--- src/rtl/data_pack.sv ---
// Packs 7-bit symbols into a continuous LSB-first bitstream of 32-bit words,
// with packet framing (sop/eop), remainder flush and output backpressure.
module data_pack (
  input  logic        clk,
  input  logic        rst,
  input  logic [6:0]  data_in,
  input  logic        sop_in,
  input  logic        eop_in,
  input  logic        valid_in,
  output logic        ready_out,
  input  logic        ready_in,
  output logic [31:0] data_out,
  output logic        sop_out,
  output logic        eop_out,
  output logic        valid_out,
  output logic [5:0]  nbits_out
);

  localparam int unsigned SYM_W  = 7;
  localparam int unsigned WORD_W = 32;
  localparam int unsigned ACC_W  = 39;
  localparam int unsigned CNT_W  = 6;

  typedef enum logic [1:0] {
    S_IDLE,
    S_ACTIVE,
    S_FLUSH
  } state_t;

  state_t              state, state_d;
  logic [ACC_W-1:0]    acc, acc_d;
  logic [CNT_W-1:0]    cnt, cnt_d;
  logic                first_pend, first_pend_d;
  logic [WORD_W-1:0]   data_d;
  logic                sop_d, eop_d, valid_d;
  logic [CNT_W-1:0]    nbits_d;

  logic                accept;
  logic                slot_free;
  logic                first;
  logic [ACC_W-1:0]    base_acc, sum_acc;
  logic [CNT_W-1:0]    base_cnt, sum_cnt;

  assign slot_free = !valid_out || ready_in;
  assign ready_out = !rst && (state != S_FLUSH) && slot_free;
  assign accept    = valid_in && ready_out;

  // A sop symbol always starts from an empty accumulator, dropping any residue.
  assign base_acc = sop_in ? '0 : acc;
  assign base_cnt = sop_in ? '0 : cnt;
  assign sum_acc  = base_acc | (ACC_W'(data_in) << base_cnt);
  assign sum_cnt  = base_cnt + CNT_W'(SYM_W);
  assign first    = sop_in || first_pend;

  // Next-state and next-output logic.
  always_comb begin
    state_d      = state;
    acc_d        = acc;
    cnt_d        = cnt;
    first_pend_d = first_pend;
    data_d       = data_out;
    sop_d        = sop_out;
    eop_d        = eop_out;
    nbits_d      = nbits_out;
    valid_d      = valid_out && !ready_in;

    case (state)
      S_FLUSH: begin
        if (slot_free) begin
          data_d       = acc[WORD_W-1:0];
          nbits_d      = cnt;
          sop_d        = 1'b0;
          eop_d        = 1'b1;
          valid_d      = 1'b1;
          acc_d        = '0;
          cnt_d        = '0;
          first_pend_d = 1'b0;
          state_d      = S_IDLE;
        end
      end
      default: begin
        // In IDLE a symbol without sop is dropped.
        if (accept && (sop_in || state == S_ACTIVE)) begin
          if (sum_cnt >= CNT_W'(WORD_W)) begin
            data_d       = sum_acc[WORD_W-1:0];
            nbits_d      = CNT_W'(WORD_W);
            sop_d        = first;
            eop_d        = eop_in && (sum_cnt == CNT_W'(WORD_W));
            valid_d      = 1'b1;
            acc_d        = sum_acc >> WORD_W;
            cnt_d        = sum_cnt - CNT_W'(WORD_W);
            first_pend_d = 1'b0;
            if (!eop_in)                        state_d = S_ACTIVE;
            else if (sum_cnt == CNT_W'(WORD_W)) state_d = S_IDLE;
            else                                state_d = S_FLUSH;
          end else if (eop_in) begin
            data_d       = sum_acc[WORD_W-1:0];
            nbits_d      = sum_cnt;
            sop_d        = first;
            eop_d        = 1'b1;
            valid_d      = 1'b1;
            acc_d        = '0;
            cnt_d        = '0;
            first_pend_d = 1'b0;
            state_d      = S_IDLE;
          end else begin
            acc_d        = sum_acc;
            cnt_d        = sum_cnt;
            first_pend_d = first;
            state_d      = S_ACTIVE;
          end
        end
      end
    endcase
  end

  // State and output registers.
  always_ff @(posedge clk or posedge rst) begin
    if (rst) begin
      state      <= S_IDLE;
      acc        <= '0;
      cnt        <= '0;
      first_pend <= 1'b0;
      data_out   <= '0;
      sop_out    <= 1'b0;
      eop_out    <= 1'b0;
      valid_out  <= 1'b0;
      nbits_out  <= '0;
    end else begin
      state      <= state_d;
      acc        <= acc_d;
      cnt        <= cnt_d;
      first_pend <= first_pend_d;
      data_out   <= data_d;
      sop_out    <= sop_d;
      eop_out    <= eop_d;
      valid_out  <= valid_d;
      nbits_out  <= nbits_d;
    end
  end

endmodule

--- config.mk ---
export PLATFORM = sky130hd
export DESIGN_NAME = data_pack
export DESIGN_NICKNAME = d
export VERILOG_FILES = /design/src/rtl/data_pack.sv
export SDC_FILE = /design/constraint.sdc
export NUM_CORES = 1
export LEC_CHECK = 0
export ABC_AREA = 1
export BUFFER_PORTS_ARGS = -buffer_cell sky130_fd_sc_hd__buf_2
export CAP_MARGIN = 20
export CORE_ASPECT_RATIO = 0.8
export CORE_MARGIN = 5
export CORE_UTILIZATION = 54
export CTS_CLUSTER_DIAMETER = 200
export DETAILED_ROUTE_END_ITERATION = 16
export MAX_ROUTING_LAYER = met4
export PLACE_DENSITY = 0.77
export SLEW_MARGIN = 5
export SYNTH_ARGS = -nofsm -noshare
export SYNTH_HDL_FRONTEND = slang
export SYNTH_SLANG_ARGS = --single-unit
--- constraint.sdc ---
create_clock -name clk -period 2.6 [get_ports clk]
set_input_delay 0.39 -clock clk [delete_from_list [all_inputs] [get_ports clk]]
set_output_delay 0.39 -clock clk [all_outputs]
set_load 0.03 [all_outputs]
==> summary.txt, run 1 <==
Drt
  – Per-cell routed wire length: 15.9 um
  – Vias per cell: 5.54
  – Drt pass-1 iters: 4
  – Vias: around 5200
  – Antenna Nets Post-Route: 0
  – WL final: between 10 and 15 mm
  – DRC viols: 0
  – Initial DRC Count: 534

Job
  – MaxCap Viol Count: 0

Final layout
  – # fillers: about 900
  – P&R area growth vs syn: 13.4%
  – Commonest non-fill, non-tap cell in the layout: nand2_1
  – Final nets: between 800 and 900
  – Register Area: around 0.0022 mm^2
  – Multi-input gate area: about 0.0026 mm^2
  – Most frequent cells in the layout: nand2_1 (345), dfrtp_1 (89), nand3_1 (86)
  – Share of cells above drive strength 1: 0.142
  – Fin util: 0.620
  – Diode count: 0

Critical path
  – WP data required: 2820 ps
  – Kind of critical path: reg2reg
  – Crit path DAT: roughly 2300 ps
  – Reg2Reg Depth: 10
  – Worst setup SP type: register
  – CP max stage delay: roughly 380 ps
  – CP max FO: 20
  – Critical path's slowest cell: dfrtp_1
  – Critical Path End Type: register
  – CP cell instances: inv_1, nor2_1, buf_4, inv_1, nand2_1, nor2_1, a21oi_1, nand3_1, nand3_1, nand2_1
  – Critical R2R Launch: cnt[3]
  – CP Launch Point: cnt[3]

Timing
  – Fin Clk Skew: 6.86 ps
  – Final setup margin: 545 ps
  – Hold Slack: slightly below 200 ps
  – Period utilisation layout: 0.790
  – Fin Setup TNS: 0 ps
  – Slew Limit Headroom: 0.479
  – Unrepaired setup endpoints after global routing: no
  – Final min period: 2050 ps
  – Fin. Hold Viols: 0
  – Final Max Slew Viols: 0
  – Final number of setup-violating endpoints: 0
  – Slew @ Worst Pin: 780 ps
  – Max frequency: 487 MHz

CTS
  – CTS Sinks: 89
  – Post-cts sizing count: 0
  – # hold bufs at CTS: 0
  – Clk slew on worst S/H paths: 70 ps
  – CTS tree: built
  – Root cell of the clock tree: clkbuf_16
  – Number of CTS-inserted buffers: 9
  – Postcts setup bufs: 0
  – Worst skew pair latency: 340 ps
  – H-tree depth: 3
  – Clock Path Buffers: 2

Power
  – Cell internal pwr: 0.00323 W
  – Net Sw Power: 0.00239 W
  – Sequential share of power: 0.356
  – Sw Share: 0.425
  – Cell leakage power: roughly 3.5 nW
  – Clock Power Share: 0.241
  – Pwr Density: 945 mW/mm^2
  – Worst vdd ir: 0.507 mV
  – Gate power share: 0.403

Floorplan
  – Die Ht: 98.1 um
  – Starting Density: 0.547
  – Core area: 0.00957 mm^2
  – Die footprint: roughly 0.012 mm^2
  – Die width: 120 um
  – Number of top-level pins: 55
  – Core Rows: 32

Synthesis
  – Mapped Cells: 768
  – Synth warnings: 0
  – Top cells by area, synth: dfrtp_1 (43%), nand2_1 (25%), nand3_1 (8.2%)
  – Area leader, netlist: dfrtp_1
  – FF+latch count, synth: 89
  – Distinct cell type count after synthesis: 33
  – Synthesized area per cell: 6.82 um^2
  – Syn_nets: 782
  – Mapped cell area: roughly 0.0052 mm^2
  – Register area share after synthesis: 0.425
  – Post-synth top area share: 0.425

Global route
  – First-pass GRT wire length: 24.8 mm
  – Initial antenna violation count: 0
  – Largest net degree at the start of global routing: 39
  – Total Routing Usage GR: 0.270
  – GR Overflow Total: 0
  – Vias in the first global route: 4940

Placed design
  – Port bufs: 54
  – Post-DP HPWL: 10.6 mm
  – RePlAce Congestion: 0.970
  – Pre-CTS WS: between 200 and 250 ps

Min path
  – Hold Path Class: in2async

Outcome
  – Status: complete, no violations
## cell usage after synthesis
master and n:
a22oi_1 1, nor3b_1 1, o21ai_2 2, buf_6 7
dfrtp_1 89, clkbuf_1 14, or2_2 2, nand3_1 86
a31oi_1 1, inv_4 2, nand2_2 4, nand3_4 1
inv_1 39, nand4_1 19, nor2_1 69, inv_2 4
o21ai_1 9, buf_2 12, nor2_2 4, nand3_2 2
a21boi_1 1, buf_4 5, nand2_1 345, buf_1 1
o21ai_0 19, o211ai_1 2, ha_1 1, o22ai_1 10
a21oi_1 8, nor2_4 2, nand2_4 4, o21bai_1 1
and2_1 1
## through the flow
stage | area (um^2) | instances | total power, W
floorplan | 5240 | 768 | 0.00363
global placement | 5620 | 920 | 0.00423
detailed placement | 5620 | 920 | 0.00427
CTS | 5940 | 936 | 0.00564
global route | 5940 | 936 | 0.00598
finish | 5940 | 936 | 0.00561
## critical path: cells and delay by family (launching register included)
| family | cells | cell delay [ps] |
|---|---|---|
| and+or+nand+nor | 6 | 720 |
| DFF | 1 | 380 |
| buffers and inverters | 3 | 530 |
| AOI/OAI and AO/OA | 1 | 320 |
## power by group through the flow
stage | clock network [W] | registers, W | logic [W]
6_report | 0.00135 | 0.00200 | 0.00226
2_1_floorplan | 0 | 0.00247 | 0.00116
5_1_grt | 0.00145 | 0.00205 | 0.00249
3_5_place_dp | 0 | 0.00202 | 0.00225
4_1_cts | 0.00137 | 0.00200 | 0.00227
3_3_place_gp | 0 | 0.00200 | 0.00223
## layout make-up
cell class,count,share of cell area
Tap cell,119,0.0251
Sequential cell,89,0.375
Clock buffer,11,0.0426
Inverter,45,0.0299
Clock inverter,5,0.0103
Multi-Input combinational cell,595,0.438
Timing Repair Buffer,72,0.0788
## sequential cells by signal, summed over array words and instances, names as in the netlist
name	count
sop_out	1
data_out	32
nbits_out	6
eop_out	1
state	2
cnt	6
first_pend	1
valid_out	1
acc	39
## routing by layer
layer,vias up,part of all wire,GRT usage
li1,2541,-,-
met3,18,0.065,0.0388
met1,2452,0.47,0.384
met2,178,0.45,0.408
met4,0,0.015,0.0651
met5,-,0,-
## worst paths after layout
check                      slack, ps            to
setup / recovery                 550  data_out[16]
hold / removal                   200    first_pend
setup reg to reg                 550  data_out[16]
hold reg to reg                  480  data_out[11]
max in group asynchronous       1790       acc[20]
min in group clk                 280      state[0]
## logic make-up (layout without fill, tap and decap cells)
family | Yosys count | in the layout | share of synthesized area
and+or+nand+nor | 540 | 540 | 0.436
DFF | 89 | 89 | 0.425
buffers and inverters | 84 | 133 | 0.0777
AOI/OAI and AO/OA | 54 | 54 | 0.0581
adders and majority gates | 1 | 1 | 0.00239
Power figures use the tool's default switching activity.
==> run 2, diff against run 1 <==
--- a/config.mk
+++ b/config.mk
@@ -10,11 +10,11 @@
 export CAP_MARGIN = 20
 export CORE_ASPECT_RATIO = 0.8
 export CORE_MARGIN = 5
-export CORE_UTILIZATION = 54
+export CORE_UTILIZATION = 55
 export CTS_CLUSTER_DIAMETER = 200
 export DETAILED_ROUTE_END_ITERATION = 16
 export MAX_ROUTING_LAYER = met4
-export PLACE_DENSITY = 0.77
+export PLACE_DENSITY = 0.75
 export SLEW_MARGIN = 5
 export SYNTH_ARGS = -nofsm -noshare
 export SYNTH_HDL_FRONTEND = slang
==> constraint.sdc (replaced) <==
create_clock -name clk -period 2 [get_ports clk]
set_input_delay 0.3 -clock clk [delete_from_list [all_inputs] [get_ports clk]]
set_output_delay 0.3 -clock clk [all_outputs]
set_load 0.03 [all_outputs]
==> summary.txt, run 2 (synthesized netlist as in run 1, its figures left out) <==
Outcome
  – Status: complete, no violations

Final layout
  – Max reg flops: 39
  – Diode count: 0
  – Final nets: 838
  – P&R area growth vs syn: 16.0%
  – Most frequent cells in the layout: nand2_1 (345), dfrtp_1 (89), nand3_1 (86)
  – Biggest register: acc
  – Commonest non-fill, non-tap cell in the layout: nand2_1
  – # fillers: between 800 and 900
  – Share of cells above drive strength 1: 0.158
  – Leading registers by flop count: acc x39, data_out x32

Critical path
  – CP max FO: 7
  – Critical Path End Type: register
  – Kind of critical path: reg2reg
  – Worst setup SP type: register
  – WP data required: 2210 ps
  – Reg2Reg Depth: 8
  – Crit path DAT: just over 2000 ps

Drt
  – Vias per cell: ~5.6
  – DRC viols: 0
  – Antenna Nets Post-Route: 0
  – Initial DRC Count: roughly 540
  – WL final: 15.0 mm
  – Drt pass-1 iters: 6
  – Vias: between 5000 and 6000
  – Per-cell routed wire length: 15.8 um

Job
  – MaxCap Viol Count: 0

CTS
  – CTS tree: built
  – Postcts setup bufs: 0
  – H-tree depth: 3
  – CTS Sinks: 89
  – Worst skew pair latency: 340 ps
  – Number of CTS-inserted buffers: 9
  – # hold bufs at CTS: 0
  – Post-cts sizing count: 0
  – Clk slew on worst S/H paths: 70 ps
  – Clock Path Buffers: 2
  – Root cell of the clock tree: clkbuf_16

Global route
  – Vias in the first global route: 4872
  – GR Overflow Total: 0
  – GRT met1 Usage: 0.412
  – First-pass GRT wire length: approximately 25 mm
  – Met3 Track Usage GR: 0.0448
  – GR Util met2: 0.386
  – Initial antenna violation count: 0
  – Total Routing Usage GR: 0.273
  – GRT busiest layer: met1
  – Largest net degree at the start of global routing: 90

Timing
  – Final min period: 1830 ps
  – Fin. Hold Viols: 0
  – Slew @ Worst Pin: approximately 530 ps
  – Period utilisation layout: 0.915
  – Fin Clk Skew: around 6.3 ps
  – Hold Slack: 62.1 ps
  – Fin Setup TNS: 0 ps
  – Final Max Slew Viols: 0
  – Unrepaired setup endpoints after global routing: no
  – Slew Limit Headroom: 0.650
  – Final number of setup-violating endpoints: 0
  – Max frequency: 546 MHz

Placed design
  – Port bufs: 54
  – RePlAce Congestion: 1.03
  – Post-DP HPWL: 10.4 mm

Floorplan
  – Starting Density: 0.572
  – Number of top-level pins: 55
  – Core area: 0.00915 mm^2
  – Die width: 119 um
  – Die footprint: between 0.01 and 0.015 mm^2
  – Core Rows: 31
  – Die Ht: 97.3 um

Power
  – Cell leakage power: around 3.6 nW
  – Worst vdd ir: a little over 0.9 mV
  – Pwr Density: 1250 mW/mm^2

Min path
  – Hold Path Class: in2async
-- run 2: final timing paths --
check	start	end	slack, ps
max	cnt[0]	state[1]	170
min	rst	sop_out	60
max reg2reg	cnt[0]	state[1]	170
min reg2reg	nbits_out[5]	nbits_out[5]	470
max in group asynchronous	rst	data_out[17]	1490
min in group clk	eop_in	state[0]	200
-- run 2: cell type report --
cell class	count	area, um^2	share of cell area
clock inverter	6	97.6	0.0161
multi-input combinational	595	2620	0.431
sequential	89	2230	0.367
clock buffer	10	239	0.0394
timing repair buffer	84	571	0.0940
inverter	45	178	0.0293
tap	115	144	0.0237
-- run 2: power breakdown --
part | internal, W | leakage (nW) | switching, W
registers | 0.00229 | 1.19 | 0.000313
clock network | 0.00115 | 0.166 | 0.000754
logic | 0.000941 | 2.24 | 0.00212
-- run 2: metrics by stage --
stage	setup slack [ps]	utilization	cells	cell area, um^2	total power [W]
finish	169	0.663	944	6070	0.00757
global route	23.1	0.663	944	6070	0.00806
CTS	80.5	0.662	944	6060	0.00757
detailed placement	25.1	0.625	928	5720	0.00566
global placement	46.4	0.625	928	5720	0.00562
floorplan	158	-	768	5240	0.00472
-- run 2: critical path: stages, from the launching register on --
cell	delay, ps
dfrtp_1	490
inv_2	100
nor2_4	180
buf_4	170
ha_1	160
nor3b_1	390
nor2_1	70
nand2_1	60
o21ai_0	90
-- run 2: routing by layer --
layer / up-vias / share of wire
met4: 0 / 0.011
li1: 2556 / -
met1: 2472 / 0.49
met2: 215 / 0.43
met5: - / 0
met3: 14 / 0.071
==> run 3, diff against run 2 <==
--- a/config.mk
+++ b/config.mk
@@ -6,6 +6,7 @@
 export NUM_CORES = 1
 export LEC_CHECK = 0
 export ABC_AREA = 1
+export ABC_CLOCK_PERIOD_IN_PS = 1700
 export BUFFER_PORTS_ARGS = -buffer_cell sky130_fd_sc_hd__buf_2
 export CAP_MARGIN = 20
 export CORE_ASPECT_RATIO = 0.8
==> constraint.sdc (replaced) <==
create_clock -name clk -period 1.7 [get_ports clk]
set_input_delay 0.255 -clock clk [delete_from_list [all_inputs] [get_ports clk]]
set_output_delay 0.255 -clock clk [all_outputs]
set_load 0.03 [all_outputs]
==> summary.txt, run 3 (synthesized netlist as in run 1, its figures left out) <==
Placed design
  – Dpl cells: 950
  – Pre-CTS WS: -127 ps
  – RePlAce Congestion: roughly 0.94
  – Port bufs: 54
  – Post-DP HPWL: 11.2 mm

Power
  – Cell leakage power: between 3 and 4 nW
  – Worst vdd ir: 0.987 mV
  – Pwr Density: 1340 mW/mm^2
  – Pwr Total: 0.00951 W

Final layout
  – Most frequent cells in the layout: nand2_1 (316), dfrtp_1 (87), nand3_1 (56)
  – Share of cells above drive strength 1: 0.316
  – Final nets: 891
  – Max reg flops: 39
  – Biggest register: acc
  – Commonest non-fill, non-tap cell in the layout: nand2_1
  – Leading registers by flop count: acc x39, data_out x32
  – P&R area growth vs syn: 35.3%
  – Diode count: 0
  – Final Non-Filler Cells: 997

Timing
  – Period utilisation layout: 0.990
  – Final setup margin: 16.4 ps
  – Hold Slack: between 150 and 200 ps
  – Max frequency: 594 MHz
  – Fin. Hold Viols: 0
  – Slew @ Worst Pin: between 500 and 600 ps
  – Final min period: 1680 ps
  – Unrepaired setup endpoints after global routing: yes
  – Final Max Slew Viols: 0
  – Slew Limit Headroom: 0.618
  – Fin Clk Skew: 9.05 ps
  – Fin Setup TNS: 0 ps
  – Final number of setup-violating endpoints: 0

Global route
  – First-pass GRT wire length: roughly 26 mm
  – GR Overflow Total: 0
  – Initial antenna violation count: 0
  – Vias in the first global route: roughly 5200
  – Total Routing Usage GR: 0.286
  – Largest net degree at the start of global routing: 57

CTS
  – Worst skew pair latency: ~350 ps
  – Root cell of the clock tree: clkbuf_16
  – CTS tree: built
  – CTS Sinks: 89
  – Clk slew on worst S/H paths: 70 ps
  – Clock Path Buffers: 2
  – Number of CTS-inserted buffers: 9
  – H-tree depth: 3

Floorplan
  – Core area: about 0.009 mm^2
  – Die footprint: 0.0116 mm^2
  – Starting Density: 0.572
  – Die Ht: 97.3 um
  – Number of top-level pins: 55
  – Die width: 119 um
  – Core Rows: 31

Outcome
  – Status: complete, no violations

Drt
  – WL final: around 18 mm
  – DRC viols: 0
  – Vias per cell: 5.72
  – Per-cell routed wire length: between 15 and 20 um
  – Vias: 5701
  – Drt pass-1 iters: 7
  – Antenna Nets Post-Route: 0
  – Initial DRC Count: 573

Critical path
  – Critical path's slowest cell: dfrtp_1
  – CP cell instances: inv_2, nor2_2, buf_6, nand4_1, nand2_4, nand3_4, nand2_8, clkbuf_16, nor2_2, nand2_1, nand2_1
  – Critical path depth in cells: 11
  – Reg2Reg Depth: 11
  – Crit path DAT: 1920 ps
  – CP max FO: 8
  – CP max stage delay: 390 ps
  – Critical Path End Type: register
  – CP delay by family, top: simple AND/OR/NAND/NOR gates
  – Kind of critical path: reg2reg
  – WP data required: 1940 ps
  – Worst setup SP type: register
  – Worst Path Buf+Inv: 3

Min path
  – Hold Path Class: in2reg
  – Hold depth: 2

Job
  – MaxCap Viol Count: 0
==> run 3: changes by cell type in the layout (fill, tap and decap cells not counted), sizes merged <==
cell / change
buf: +46
bufinv: -2
clkbuf: +5
clkinv: +1
clkinvlp: +3
dlygate4sd3: +1
inv: -2
nand2: +1
==> run 3: path summary, 6_finish.rpt <==
check | from | to | slack [ps]
worst min register to register | data_out[0] | data_out[0] | 470
worst min-delay path | eop_in | state[0] | 150
min in group asynchronous | rst | sop_out | 470
max in group asynchronous | rst | data_out[3] | 620
worst max-delay path | cnt[3] | data_out[15] | 20
worst max register to register | cnt[3] | data_out[15] | 20
==> run 3: cell type report <==
class	instances	area (um^2)
Clock inverter	6	47.5
Timing Repair Buffer	136	1120
Sequential cell	89	2230
Inverter	45	193
Multi-Input combinational cell	596	3110
Fill cell	680	2070
Tap cell	115	144
Clock buffer	10	239
==> run 3: where the power goes <==
group | switching [W] | internal [W]
Combinational | 0.00292 | 0.00157
Sequential | 0.000378 | 0.00270
Clock | 0.000896 | 0.00105
Total | 0.00420 | 0.00531
==> run 3: through the flow <==
| stage | cell area [um^2] | util |
|---|---|---|
| after CTS | 6270 | 0.685 |
| after global routing | 7080 | 0.774 |
| after detailed placement | 5900 | 0.644 |
| after floorplan | 5250 | - |
| final | 7080 | 0.774 |
| after global placement | 5900 | 0.644 |
==> run 3: metal layers <==
metal	track usage	share of wire	vias to the layer above
li1	-	-	2676
met1	0.401	0.42	2669
met2	0.428	0.46	308
met3	0.0582	0.10	48
met4	0.0686	0.023	0
met5	-	0	-
==> run 3: what timing repair did <==
action,CTS,global route
endpoints found under the setup margin,37,86
setup buffers,2,19
gates cloned,1,8
hold buffers,1,0
pin swaps,4,62
hold endpoints to repair,12,0
gates resized for setup,11,142
==> run 3: worst reg2reg max path, stage by stage, from the launching register on <==
cell	delay, ps
dfrtp_1	390
inv_2	60
nor2_2	110
buf_6	140
nand4_1	120
nand2_4	130
nand3_4	130
nand2_8	160
clkbuf_16	200
nor2_2	40
nand2_1	60
nand2_1	60
